===== src/rtl/pp_pkg.sv =====
// Shared constants and FSM encoding for the partial-product accumulator.
// Latency: n/a (package only).
// Backpressure: n/a (package only).
package pp_pkg;

    localparam int N_PP  = 9;   // Booth radix-4 partial products per operation
    localparam int PP_W  = 18;  // width of one signed partial product
    localparam int P_W   = 32;  // product width
    localparam int IDX_W = 4;   // width of the partial-product index

    typedef enum logic [1:0] {
        ST_IDLE  = 2'b00,
        ST_ACCUM = 2'b01,
        ST_DONE  = 2'b10
    } state_t;

endpackage


===== src/rtl/pp_term_align.sv =====
// Aligns one partial product: sign-extends pp, adds its neg bit, shifts by 2*idx.
// Latency: combinational.
// Backpressure: none (pure function of its inputs).
// Ports: pp (selected partial product), neg_bit (completion bit for that slot),
//        idx (slot index, weight 4^idx), term (P_W-bit aligned addend).
module pp_term_align import pp_pkg::*; #(
    parameter int PP_W  = pp_pkg::PP_W,
    parameter int P_W   = pp_pkg::P_W,
    parameter int IDX_W = pp_pkg::IDX_W
) (
    input  logic signed [PP_W-1:0]  pp,
    input  logic                    neg_bit,
    input  logic        [IDX_W-1:0] idx,
    output logic        [P_W-1:0]   term
);

    logic [P_W-1:0] pp_ext;
    logic [P_W-1:0] neg_ext;
    logic [IDX_W:0] shamt;

    assign pp_ext  = {{(P_W-PP_W){pp[PP_W-1]}}, pp};
    assign neg_ext = {{(P_W-1){1'b0}}, neg_bit};
    assign shamt   = {idx, 1'b0};

    // Adding neg before the shift is equivalent to adding both at weight 4^idx.
    assign term = (pp_ext + neg_ext) << shamt;

endmodule


===== src/rtl/pp_accumulator.sv =====
// Sums Booth radix-4 partial products (plus completion bits) into a signed product.
// Latency: out_valid rises N_PP edges after the accepting edge; one result per >= 11 cycles.
// Backpressure: in_ready only in IDLE; product/out_valid held in DONE until out_ready.
// Ports: clk, rst_n (sync, active-low); in_valid/in_ready with pp0..pp8 and neg[7:0];
//        out_valid/out_ready with product; busy (high in ACCUM or DONE).
module pp_accumulator import pp_pkg::*; #(
    parameter int N_PP = pp_pkg::N_PP,
    parameter int PP_W = pp_pkg::PP_W,
    parameter int P_W  = pp_pkg::P_W
) (
    input  logic                   clk,
    input  logic                   rst_n,
    input  logic                   in_valid,
    output logic                   in_ready,
    input  logic signed [PP_W-1:0] pp0,
    input  logic signed [PP_W-1:0] pp1,
    input  logic signed [PP_W-1:0] pp2,
    input  logic signed [PP_W-1:0] pp3,
    input  logic signed [PP_W-1:0] pp4,
    input  logic signed [PP_W-1:0] pp5,
    input  logic signed [PP_W-1:0] pp6,
    input  logic signed [PP_W-1:0] pp7,
    input  logic signed [PP_W-1:0] pp8,
    input  logic        [7:0]      neg,
    output logic                   out_valid,
    input  logic                   out_ready,
    output logic        [P_W-1:0]  product,
    output logic                   busy
);

    localparam logic [IDX_W-1:0] LAST_IDX = IDX_W'(N_PP - 1);

    state_t                  state;
    state_t                  state_nxt;
    logic [IDX_W-1:0]        idx;
    logic [P_W-1:0]          acc;
    logic signed [PP_W-1:0]  pp_r [9];
    logic [7:0]              neg_r;
    logic signed [PP_W-1:0]  pp_sel;
    logic                    neg_sel;
    logic [P_W-1:0]          term;
    logic                    accept;

    // ---------------- FSM ----------------
    always_ff @(posedge clk) begin
        if (!rst_n) begin
            state <= ST_IDLE;
        end else begin
            state <= state_nxt;
        end
    end

    always_comb begin
        state_nxt = state;
        in_ready  = 1'b0;
        out_valid = 1'b0;
        busy      = 1'b0;
        case (state)
            ST_IDLE: begin
                in_ready = 1'b1;
                if (in_valid) state_nxt = ST_ACCUM;
            end
            ST_ACCUM: begin
                busy = 1'b1;
                if (idx == LAST_IDX) state_nxt = ST_DONE;
            end
            ST_DONE: begin
                busy      = 1'b1;
                out_valid = 1'b1;
                // Returning to IDLE here (not straight to ACCUM) keeps an output
                // handshake and a new acceptance in separate cycles.
                if (out_ready) state_nxt = ST_IDLE;
            end
            default: state_nxt = ST_IDLE;
        endcase
    end

    assign accept = (state == ST_IDLE) && in_valid;

    // ---------------- term mux ----------------
    always_comb begin
        pp_sel = '0;
        case (idx)
            4'd0: pp_sel = pp_r[0];
            4'd1: pp_sel = pp_r[1];
            4'd2: pp_sel = pp_r[2];
            4'd3: pp_sel = pp_r[3];
            4'd4: pp_sel = pp_r[4];
            4'd5: pp_sel = pp_r[5];
            4'd6: pp_sel = pp_r[6];
            4'd7: pp_sel = pp_r[7];
            4'd8: pp_sel = pp_r[8];
            default: pp_sel = '0;
        endcase
    end

    // The top partial product has no completion bit.
    assign neg_sel = (idx < 4'd8) ? neg_r[idx[2:0]] : 1'b0;

    pp_term_align #(
        .PP_W  (PP_W),
        .P_W   (P_W),
        .IDX_W (IDX_W)
    ) u_align (
        .pp      (pp_sel),
        .neg_bit (neg_sel),
        .idx     (idx),
        .term    (term)
    );

    // ---------------- datapath ----------------
    always_ff @(posedge clk) begin
        if (!rst_n) begin
            idx   <= '0;
            acc   <= '0;
            neg_r <= '0;
            for (int i = 0; i < 9; i++) pp_r[i] <= '0;
        end else if (accept) begin
            idx     <= '0;
            acc     <= '0;
            neg_r   <= neg;
            pp_r[0] <= pp0;
            pp_r[1] <= pp1;
            pp_r[2] <= pp2;
            pp_r[3] <= pp3;
            pp_r[4] <= pp4;
            pp_r[5] <= pp5;
            pp_r[6] <= pp6;
            pp_r[7] <= pp7;
            pp_r[8] <= pp8;
        end else if (state == ST_ACCUM) begin
            acc <= acc + term;   // wraps modulo 2^P_W
            idx <= idx + 4'd1;
        end
    end

    assign product = acc;

endmodule

===== config.mk =====
export PLATFORM = sky130hd
export DESIGN_NAME = pp_accumulator
export DESIGN_NICKNAME = d
export VERILOG_FILES = /design/src/rtl/pp_pkg.sv /design/src/rtl/pp_term_align.sv /design/src/rtl/pp_accumulator.sv
export SDC_FILE = /design/constraint.sdc
export NUM_CORES = 1
export LEC_CHECK = 0
export ABC_AREA = 1
export CAP_MARGIN = 20
export CORE_MARGIN = 1
export CORE_UTILIZATION = 61
export CTS_BUF_LIST = sky130_fd_sc_hd__clkbuf_4 sky130_fd_sc_hd__clkbuf_8
export CTS_CLUSTER_SIZE = 8
export DETAILED_ROUTE_END_ITERATION = 10
export GPL_TIMING_DRIVEN = 0
export HOLD_SLACK_MARGIN = 0.05
export PLACE_DENSITY = 0.87
export RECOVER_POWER = 100
export SLEW_MARGIN = 40
export SYNTH_ARGS = -nofsm -noshare
export SYNTH_HDL_FRONTEND = slang
export SYNTH_HIERARCHICAL = 1
export SYNTH_SLANG_ARGS = --single-unit

===== constraint.sdc =====
create_clock -name clk -period 13.7 [get_ports clk]
set_input_delay 4.11 -clock clk [delete_from_list [all_inputs] [get_ports clk]]
set_output_delay 4.11 -clock clk [all_outputs]
set_load 0.01 [all_outputs]

## Word-level counts from Yosys, hierarchy flattened

Memory sizes are Yosys's and may differ from the RTL's.
Cells that the tools add are included.

- Register bits after elaboration: 46
- Bits in writable memories: 162
- Input port bits: 174
- Output and inout bits: 35
- Word-level logic and storage cells: 64
- Memories: 1

- Add/sub/neg operators: 3
- Magnitude comparators: 2
- Equal/unequal tests: 13
- Shift operators: 1
- Muxes and demuxes: 24
- Bitwise gates (word level): 10
- Reductions and logical operators: 6

Memories:

| name | depth | bits a word | rd ports | clocked after Yosys merged registers in | wr ports | line | text |
|---|---|---|---|---|---|---|---|
| pp_r | 9 | 18 | 9 | 0 | 9 | pp_accumulator.sv:37 | `logic signed [PP_W-1:0] pp_r [9];` |

Operator list:

| operator | number |
|---|---|
| 2-to-1 mux 18 bit | 9 |
| case mux 18 bit (9 select lines) | 1 |
| adder 32 bit | 1 |
| left shift 32 x 5 -> 32 bit | 1 |
| adder 18 x 2 -> 19 bit | 1 |
| equality test 4 x 3 -> 1 bit, second input constant | 4 |
| 2-to-1 mux 1 bit | 9 |
| OR 1 bit | 9 |
| equality test 4 x 2 -> 1 bit, second input constant | 2 |
| 2-to-1 mux 2 bit | 3 |
| inequality test 2 bit, second input constant | 3 |
| case mux 2 bit (3 select lines) | 1 |
| adder 4 x 1 -> 4 bit, second input constant | 1 |
| equality test 4 x 1 -> 1 bit, second input constant | 1 |
| equality test 4 bit, second input constant | 1 |
| logical NOT 4 bit | 1 |
| < comparator 3 x 4 -> 1 bit, second input constant | 1 |
| < comparator 4 bit, second input constant | 1 |
| OR reduction 2 bit | 2 |
| binary-select mux 1 bit (select 3 bit) | 1 |
| AND reduction 3 bit | 1 |
| equality test 2 x 1 -> 1 bit, second input constant | 1 |
| equality test 2 bit, second input constant | 1 |
| logical NOT 2 bit | 1 |
| 2 further kinds | 2 |

## Longest topological paths before layout

Gate-level depths: netlist (run 1).

- Depth after elaboration: 6
- Mapped depth: 35
- Depth with buffers taken out: 34

## Hierarchy

Netlist (run 1), hierarchy kept.

Modules (own cells, without submodules):

| module | instances | cells each | area an instance (um^2) | sequential area each (um^2) |
|---|---|---|---|---|
| pp_accumulator | 1 | 1524 | 11731.3 | 5785.5 |
| pp_term_align | 1 | 364 | 1652.8 | 0.0 |

## Worst setup path after synthesis (run 1)

No wires, ideal clock.

- Kind: input to register
- Start point: input port rst_n
- End point: memory pp_r[0][0] (enable)
- Library setup time: 0.589 ns
- Arrival time: 8.971 ns
- Data required time: 13.111 ns
- Slack: 4.140 ns
- Cell stages on the path: 3
- Buffers on the path: 2
- Cell sequence: clkbuf_1 -> nand2_1 -> buf_1

RTL lines:

| item | line | text |
|---|---|---|
| start: declaration | pp_accumulator.sv:12 | `input logic rst_n,` |
| end: declaration | pp_accumulator.sv:37 |  |

==> out/metrics.yaml, run 1 <==
vias: 14170
grt_pass1_wl_mm: 72.76
synth_ff_type: "edfxtp_1"
max_stage_delay_ns: 1.11
placementRows: 53
grtUsageMet2_pct: 75.25
synth_area_per_cell_um2: 7.089
drive_gt1_share_pct: 4.346
avgViaCountPerCell: 5.811
drcViolationCount: 0
synth-edff-count: 162
cts_root_buffer: "clkbuf_8"
cpMostUsedCell: "clkbuf_1"
worst_ep_required_time_ns: 13.94
yosys_warnings: 6
num-nets-final: 2357
power_density_nw_per_um2: 166.4
path_class: "primary input to flop"
slew_headroom_pct: 1.256
grt_util_met1_pct: 45.13
max_freq_mhz: 105.2
synth.most_common_cell: "nand2_1"
clockBufferDepth: 3
dieArea_um2: 22540
cts-buffers-inserted: 37
postCtsSetupBuffers: 0
fin_tns_setup_ns: 0
critPathBufInv: 7
synth_top_cell_by_area: "edfxtp_1"
cts_resized: 0
arrival_ns: 9.74
fillers: 1382
drv_cap: 0
finalCritPeriodShare_pct: 69.36
syn_inst: 1888
cts_max_level: 2
utilization_pct: 77.70
dpl.hpwl_mm: 35.24
start_kind: "primary input"
final_cell_area_um2: 16540
cts_tree: "yes"
finalHoldViolCount: 0
status: "complete, no violations"
firstDrtPassIters: 6
ant_nets: 0
synth-seq-cells: 208
fp.dieW_um: 150.1
routed_wl_mm: 47.94
grt.total_usage_pct: 43.43
fin_skew_ns: 0.02255
path_delay_family: "buffers and inverters"
core_area_um2: 21290
overflow: 0
gr-usage-met3_pct: 9.758
total_leakage_power_uw: 0.008413
clk_latency_ns: 0.56
antenna_found_initial: 0
critPathCaptureType: "flop"
wire_per_inst_um: 19.66
holdBufCountCts: 0
min_path_type: "flop to flop"
synth.top_cells.by_area: "edfxtp_1 (36%), nand2_1 (12%), inv_1 (11%)"
ys_top_cells_by_count: "nand2_1 (424), inv_1 (409), nor2_1 (303)"
rsz0062_at_grt: "no"
fin_crit_ns: 9.503
yosysTopAreaCellShare_pct: 36.35
place_congestion: 0.9824
syn_nets: 2104
ir_drop_mv: 0.1156
synth.cell_area_um2: 13380
ios: 209
io_buffer_count: 207
async_reset_ff_share_pct: 0
grt_max_degree: 30
slew_viol_final: 0
syn2layout_area_growth_pct: 23.58
antenna_cells: 0
first_iter_violations: 1306
path_cells: "dlygate4sd3_1, nand2_1, nand2_1, clkbuf_1, clkbuf_1, clkbuf_1, clkbuf_1, clkbuf_1, buf_16"
setup_viol: 0
cp_slowest_cell: "clkbuf_1"
dieHeight_um: 150.1
cts_num_sinks: 208
postPlaceCellArea_um2: 15990
worst-slew-pin-transition_ns: 1.481
clk_pin_slew_worst_paths_ns: 0.06
crit_fanout: 28
synth.distinct_cells: 43
busiest_layer: "met2"
first_global_vias: 13850
start_util_pct: 62.88
ys_seq_area_share_pct: 43.23
[routing by layer]
metal  vias to the layer above  routed length, um
met4                         0               4554
li1                       6430                  -
met5                         -                  0
met3                       305               4846
met1                      6335              15510
met2                      1096              23030
[metrics by stage]
stage	hold WS (ns)	std cells	total power (uW)	setup WS, ns
after floorplan	0.4477	1888	1715	4.140
after global placement	0.4631	2370	2111	2.018
after detailed placement	0.4726	2377	2163	6.888
after CTS	0.4824	2438	2747	7.448
after global routing	0.5111	2438	2894	3.952
final	0.4844	2438	2752	4.197
[sequential cells by signal, summed over array words and instances (netlist names)]
register,count
pp_r,162
idx,4
state,2
neg_r,8
product,32
[tightest hold or removal path: cells and delay by family (launching register included)]
family / cells / cell delay (ns)
AOI/OAI and AO/OA: 1 / 0.07
buffers and inverters: 1 / 0.07
DFF: 1 / 0.29
[placed cells by master, fill, tap and decap left out, drive strengths merged, types with 2 or more instances in the layout]
| cell type | n |
|---|---|
| a311oi | 2 |
| nand3 | 207 |
| clkinv | 11 |
| nor3 | 10 |
| o21bai | 6 |
| nand3b | 2 |
| xnor2 | 4 |
| xor2 | 18 |
| nor2 | 309 |
| a31oi | 14 |
| a21oi | 41 |
| clkinvlp | 2 |
| clkdlybuf4s50 | 171 |
| inv | 411 |
| o21ai | 51 |
| nor4 | 2 |
| buf | 28 |
| edfxtp | 162 |
| nand2 | 429 |
| nand4 | 18 |
| ha | 41 |
| o22ai | 4 |
| clkbuf | 100 |
| dfxtp | 46 |
| a211o | 9 |
| dlygate4sd3 | 36 |
| o2111ai | 18 |
| and2 | 3 |
[area by class of cell]
class / instances / area (um^2) / share of cell area, %
repair buffers: 214 / 2122 / 12.83
clock inverters: 12 / 107.6 / 0.6506
inverters: 413 / 1550 / 9.373
clock buffers: 49 / 599.3 / 3.624
well taps: 275 / 344.1 / 2.080
plain buffers: 72 / 299.0 / 1.808
flip-flops and latches: 208 / 5786 / 34.98
multi-input cells: 1195 / 5732 / 34.65
[power by group]
part           internal [uW]  switching [uW]  total (uW)
logic                    397             823        1220
registers                869            78.1         947
clock network            306             280         586
[kinds of logic (layout without fill, tap and decap cells)]
group,Yosys count,count (layout),synth area share [%]
AO/OA/AOI/OAI,149,149,6.787
flip-flops,208,208,43.23
buffers and inverters,485,760,13.91
AND/OR/NAND/NOR,982,982,30.65
adder cells (fa/ha/maj),42,42,3.982
XOR/XNOR,22,22,1.440
[final timing paths]
check | startpoint | slack, ns | cells after the start | end
hold / removal | neg_r[1] | 0.48 | 2 | neg_r[1]
setup reg to reg | state[0] | 7.65 | 10 | pp_r[0][143]
hold reg to reg | neg_r[1] | 0.48 | 2 | neg_r[1]
setup / recovery | in_valid | 4.20 | 9 | pp_r[0][143]
Power figures use the tool's default switching activity.
==> inputs of run 2 (changes only) <==
- CORE_UTILIZATION: 61 -> 56
- PLACE_DENSITY: 0.87 -> 0.81
- clock period: 13.7 -> 9.9 ns (I/O delays scaled with it)
==> run 2 against run 1 <==
Net effect:
- combinational power increased by 35%
- register-to-register slack got worse by 3.2 ns
- via count decreased by 6.9%
- clock-buffer cell count increased by 4
- die area increased by 8.8%
- flip-flop and latch count unchanged
- clock power increased by 35%
- sequential share of layout area decreased by 0.30 points
- final cell count increased by 1.9%
- largest cell class unchanged
- largest power group unchanged
==> out/metrics.yaml, run 2 (same netlist as run 1, synthesis figures left out) <==
status: "complete, no violations"
clockBufferDepth: 3  # unchanged
vias: 13190  # -6.9%
clk_latency_ns: 0.55  # about the same
cts_max_level: 2  # unchanged
critPathCaptureType: "flop"
path_class: "primary input to flop"
dieArea_um2: 24520  # +8.8%
clk_pin_slew_worst_paths_ns: 0.06  # about the same
holdBufCountCts: 0  # unchanged
ant_nets: 0  # unchanged
crit_fanout: 29  # +3.6%
p_comb_share_pct: 44.1  # -0.2 points
power_density_nw_per_um2: 223.7  # +34%
largest-register: "pp_r"
worst_ep_required_time_ns: 10.14  # -3.80 ns
rsz0062_at_grt: "no"
core_area_um2: 23470  # +10%
dpl.hpwl_mm: 33.01  # -6.3%
start_util_pct: 57.02  # -5.9 points
place_congestion: 0.9719  # -1.1%
layout_common_cells: "nand2_1 (426), inv_1 (409), nor2_1 (304)"
drive_gt1_share_pct: 4.478  # +0.13 points
placementRows: 56  # +5.7%
ir_drop_mv: 0.1259  # +8.9%
worst-slew-pin-transition_ns: 1.375  # -0.1059 ns
wire_per_inst_um: 16.93  # -14%
arrival_ns: 7.34  # -2.40 ns
fin_skew_ns: 0.02109  # -0.001465 ns
io_buffer_count: 207  # unchanged
start_kind: "primary input"
swShare_pct: 41.36  # -1.5 points
setup_viol: 0  # unchanged
grt_pass1_wl_mm: 65.07  # -11%
cts_root_buffer: "clkbuf_8"
power.internal_uw: 2188  # +39%
antenna_found_initial: 0  # unchanged
busiest_layer: "met2"
first_global_vias: 12570  # -9.3%
placed_cells: 2422  # +1.9%
cts_resized: 0  # unchanged
final_common_cell: "nand2_1"
grtUsageMet2_pct: 63.03  # -12 points
max_freq_mhz: 140.9
finalHoldViolCount: 0  # unchanged
drcViolationCount: 0  # unchanged
slew_headroom_pct: 8.315  # +7.1 points
final_cell_area_um2: 16680  # +0.85%
cts-buffers-inserted: 37  # unchanged
final_cells: 2485  # +1.9%
total_leakage_power_uw: 0.008465  # +0.61%
syn2layout_area_growth_pct: 24.63
postCtsSetupBuffers: 0  # unchanged
largest_reg_flops: 162  # unchanged
slew_viol_final: 0  # unchanged
postPlaceCellArea_um2: 16080  # +0.52%
cts_num_sinks: 208  # unchanged
antenna_cells: 0  # unchanged
routed_wl_mm: 42.07  # -12%
gr-usage-met3_pct: 4.486  # -5.3 points
cts_tree: "yes"
min_path_type: "flop to flop"
power_uw: 3732  # +36%
overflow: 0  # unchanged
finalCritPeriodShare_pct: 71.67
ios: 209  # unchanged
netSwitchingPower_uw: 1543  # +31%
avgViaCountPerCell: 5.309  # -8.6%
fp.dieW_um: 156.6  # +4.3%
grt_util_met1_pct: 41.03  # -4.1 points
firstDrtPassIters: 8  # +2
fin_crit_ns: 7.096
p_seq_share_pct: 34.7  # +0.3 points
clkPwrFrac_pct: 21.2  # about the same
grt.total_usage_pct: 35.18  # -8.2 points
drv_cap: 0  # unchanged
grt_max_degree: 30  # unchanged
num-nets-final: 2358  # +0.042%
dieHeight_um: 156.6  # +4.3%
fillers: 1994  # +44%
first_iter_violations: 1312  # +0.46%
run 2: changes by cell type in the layout (fill, tap and decap cells not counted), sizes merged:
cell	delta
buf	+3
clkbuf	+2
bufinv	-1
inv	+1
clkinvlp	-2
run 2: cell type report:
| type | count | area, um^2 | share of cell area (%) |
|---|---|---|---|
| Sequential cell | 208 | 5786 | 34.68 |
| Multi-Input combinational cell | 1195 | 5729 | 34.35 |
| Timing Repair Buffer | 215 | 2197 | 13.17 |
| Inverter | 413 | 1550 | 9.293 |
| Clock buffer | 53 | 654.4 | 3.923 |
| Tap cell | 319 | 399.1 | 2.393 |
| Buffer | 72 | 299.0 | 1.793 |
| Clock inverter | 10 | 66.31 | 0.3975 |
run 2: power by group through the flow:
| stage | logic, uW | registers (uW) | clock network [uW] |
|---|---|---|---|
| 2_1_floorplan | 1050 | 1320 | 0 |
| 6_report | 1650 | 1290 | 793 |
| 4_1_cts | 1670 | 1290 | 799 |
| 3_3_place_gp | 1580 | 1340 | 0 |
| 5_1_grt | 1830 | 1310 | 830 |
| 3_5_place_dp | 1660 | 1310 | 0 |
run 2: per-layer routing:
| layer | vias up | wire length, um |
|---|---|---|
| met5 | - | 0 |
| li1 | 6438 | - |
| met4 | 0 | 2299 |
| met3 | 140 | 2830 |
| met2 | 631 | 20910 |
| met1 | 5983 | 16030 |
run 2: through the flow:
stage                     hold WS [ns]  setup slack (ns)  util (%)  setup TNS [ns]
after floorplan                 0.4477             1.480         -               0
after global placement          0.4636           -0.7745     67.55         -127.41
after detailed placement        0.4713             4.226     68.49               0
after CTS                       0.4797             4.593     71.56               0
after global routing            0.4951             2.509     71.07               0
final                           0.4784             2.804     71.07               0
run 2: final timing paths:
check / from / end / slack [ns] / depth (start not counted)
setup / recovery: in_valid / pp_r[0][134] / 2.80 / 8
setup reg to reg: idx[1] / product[18] / 4.45 / 31
hold reg to reg: neg_r[2] / neg_r[2] / 0.48 / 2
hold / removal: neg_r[2] / neg_r[2] / 0.48 / 2
run 2: worst max-delay path, stage by stage:
cell and delay, ns:
dlygate4sd3_1 0.59, nand2_1 0.15, nand2_1 0.32, clkbuf_1 0.79
clkbuf_1 0.63, clkbuf_1 0.84, clkbuf_1 0.76, buf_16 0.26
==> variant: new RTL, settings of run 2 <==
Reset style: asynchronous (`rst_n`), changed in 2 clocked blocks.
--- a/src/rtl/pp_accumulator.sv
+++ b/src/rtl/pp_accumulator.sv
@@ -42,7 +42,7 @@
     logic                    accept;
 
     // ---------------- FSM ----------------
-    always_ff @(posedge clk) begin
+    always_ff @(posedge clk or negedge rst_n) begin
         if (!rst_n) begin
             state <= ST_IDLE;
         end else begin
@@ -109,7 +109,7 @@
     );
 
     // ---------------- datapath ----------------
-    always_ff @(posedge clk) begin
+    always_ff @(posedge clk or negedge rst_n) begin
         if (!rst_n) begin
             idx   <= '0;
             acc   <= '0;
Behaviour: differs if rst_n is asserted again (counterexample within 4 cycles, from zero or initial values and one cycle with rst_n low); with rst_n held inactive, the same outputs for 4 cycles.
==> variant against run 2 <==
  * The run now ends with max-capacitance violations, max-slew violations left
  * Worst setup slack gained 0.35 ns
  * Routed wire length up 8.8%
  * Final area down 1.7%
  * Critical path type is now in2async
  * Sequential cell count unchanged
  * Synthesized area shrank 1.8%
  * Sequential share of layout area down 3.0 points
Power is not compared: it rests on default switching activity, and its combinational part moved more than twofold at a synthesized area within 25%.
==> variant: results <==
outcome:
  status: "complete, but fails checks"
  violations: "max-capacitance violations, max-slew violations"
setup_path:
  slowest_delay_ns: 1.91
  rr_worst_depth: 28
  critPathCapture: "product[23]"
  crit_path_start: "rst_n"
  reg2reg_to: "product[28]"
  reg2reg_slack_ns: 3.21
cells_and_area:
  fin_cells: 2545
  n_all_inverters: 220
  drive_gt1_share_pct: 5.15
  clock_area_share_pct: 4.93
  n_all_buffers: 294
  sh_seq_area_pct: 31.7
  n_clock_buffer: 58
  comb.multi_input.count: 1447
sta:
  fmax_mhz: 148
  slew_headroom_pct: -83.0
  skew_ns: 0.0401
  slew_violations: 147
global_routing:
  met2_usage_pct: 60.6
  grt_pass1_wl_um: 72600
  met1_usage_pct: 54.5
  met3_usage_pct: 9.50
  grt_use_total_pct: 39.3
  grt_max_degree: 77
  grt_pass1_vias: 13700
cts:
  postCtsResizedCells: 0
min_path:
  worstHoldStart: "neg_r[5]"
  worstHoldEndpoint: "neg_r[5]"
route:
  wirelength_met1_um: 19300
  dr.pass1.iters: 6
  wl_met2_um: 19900
  routed_wl_um: 45800
die:
  rows: 55
job:
  maxCapViolations: 4
yosys:
  async_flop_share_pct: 100
  ys_top_cells_by_count: "nand2_1 (862), inv_1 (209), dfrtp_1 (208)"
  synthFlopType: "dfrtp_1"
  ys_top_cells_by_area: "dfrtp_1 (40%), nand2_1 (25%), nand3_1 (6.8%)"
  synth_cell_types: 48
  synthesis.nets: 2173
placed_design:
  pre_cts_slack_ns: 4.67
  dp_hpwl_um: 35700
  gp_congestion: 0.987
  dpl_cell_area_um2: 15700
[variant: cell count changes after synthesis, moves of 10 or more]
cell | run 2 | this run
o21ai_1 | 6 | 49
a32o_1 | 0 | 10
o22ai_1 | 4 | 25
nand3_1 | 206 | 178
a31oi_1 | 14 | 4
nor2_1 | 303 | 88
edfxtp_1 | 162 | 0
nand2_1 | 424 | 862
dfrtp_1 | 0 | 208
xor2_1 | 18 | 5
inv_1 | 409 | 209
dfxtp_1 | 46 | 0
o2111ai_1 | 18 | 4
[variant: where the power goes]
part,switching [W],total [W],internal [W]
Combinational,0.00253,0.00371,0.00118
Sequential,0.000231,0.00147,0.00124
Clock,0.000377,0.000884,0.000507
Total,0.00314,0.00607,0.00293
[variant: logic make-up (layout without fill, tap and decap cells)]
family,count (synthesis),in the layout,share of synthesized area (%)
AO/OA/AOI/OAI,200,200,8.86
XOR/XNOR,10,10,0.666
adder cells (fa/ha/maj),41,41,3.96
buffers and inverters,303,577,9.28
flip-flops,208,208,39.6
AND/OR/NAND/NOR,1196,1196,37.6
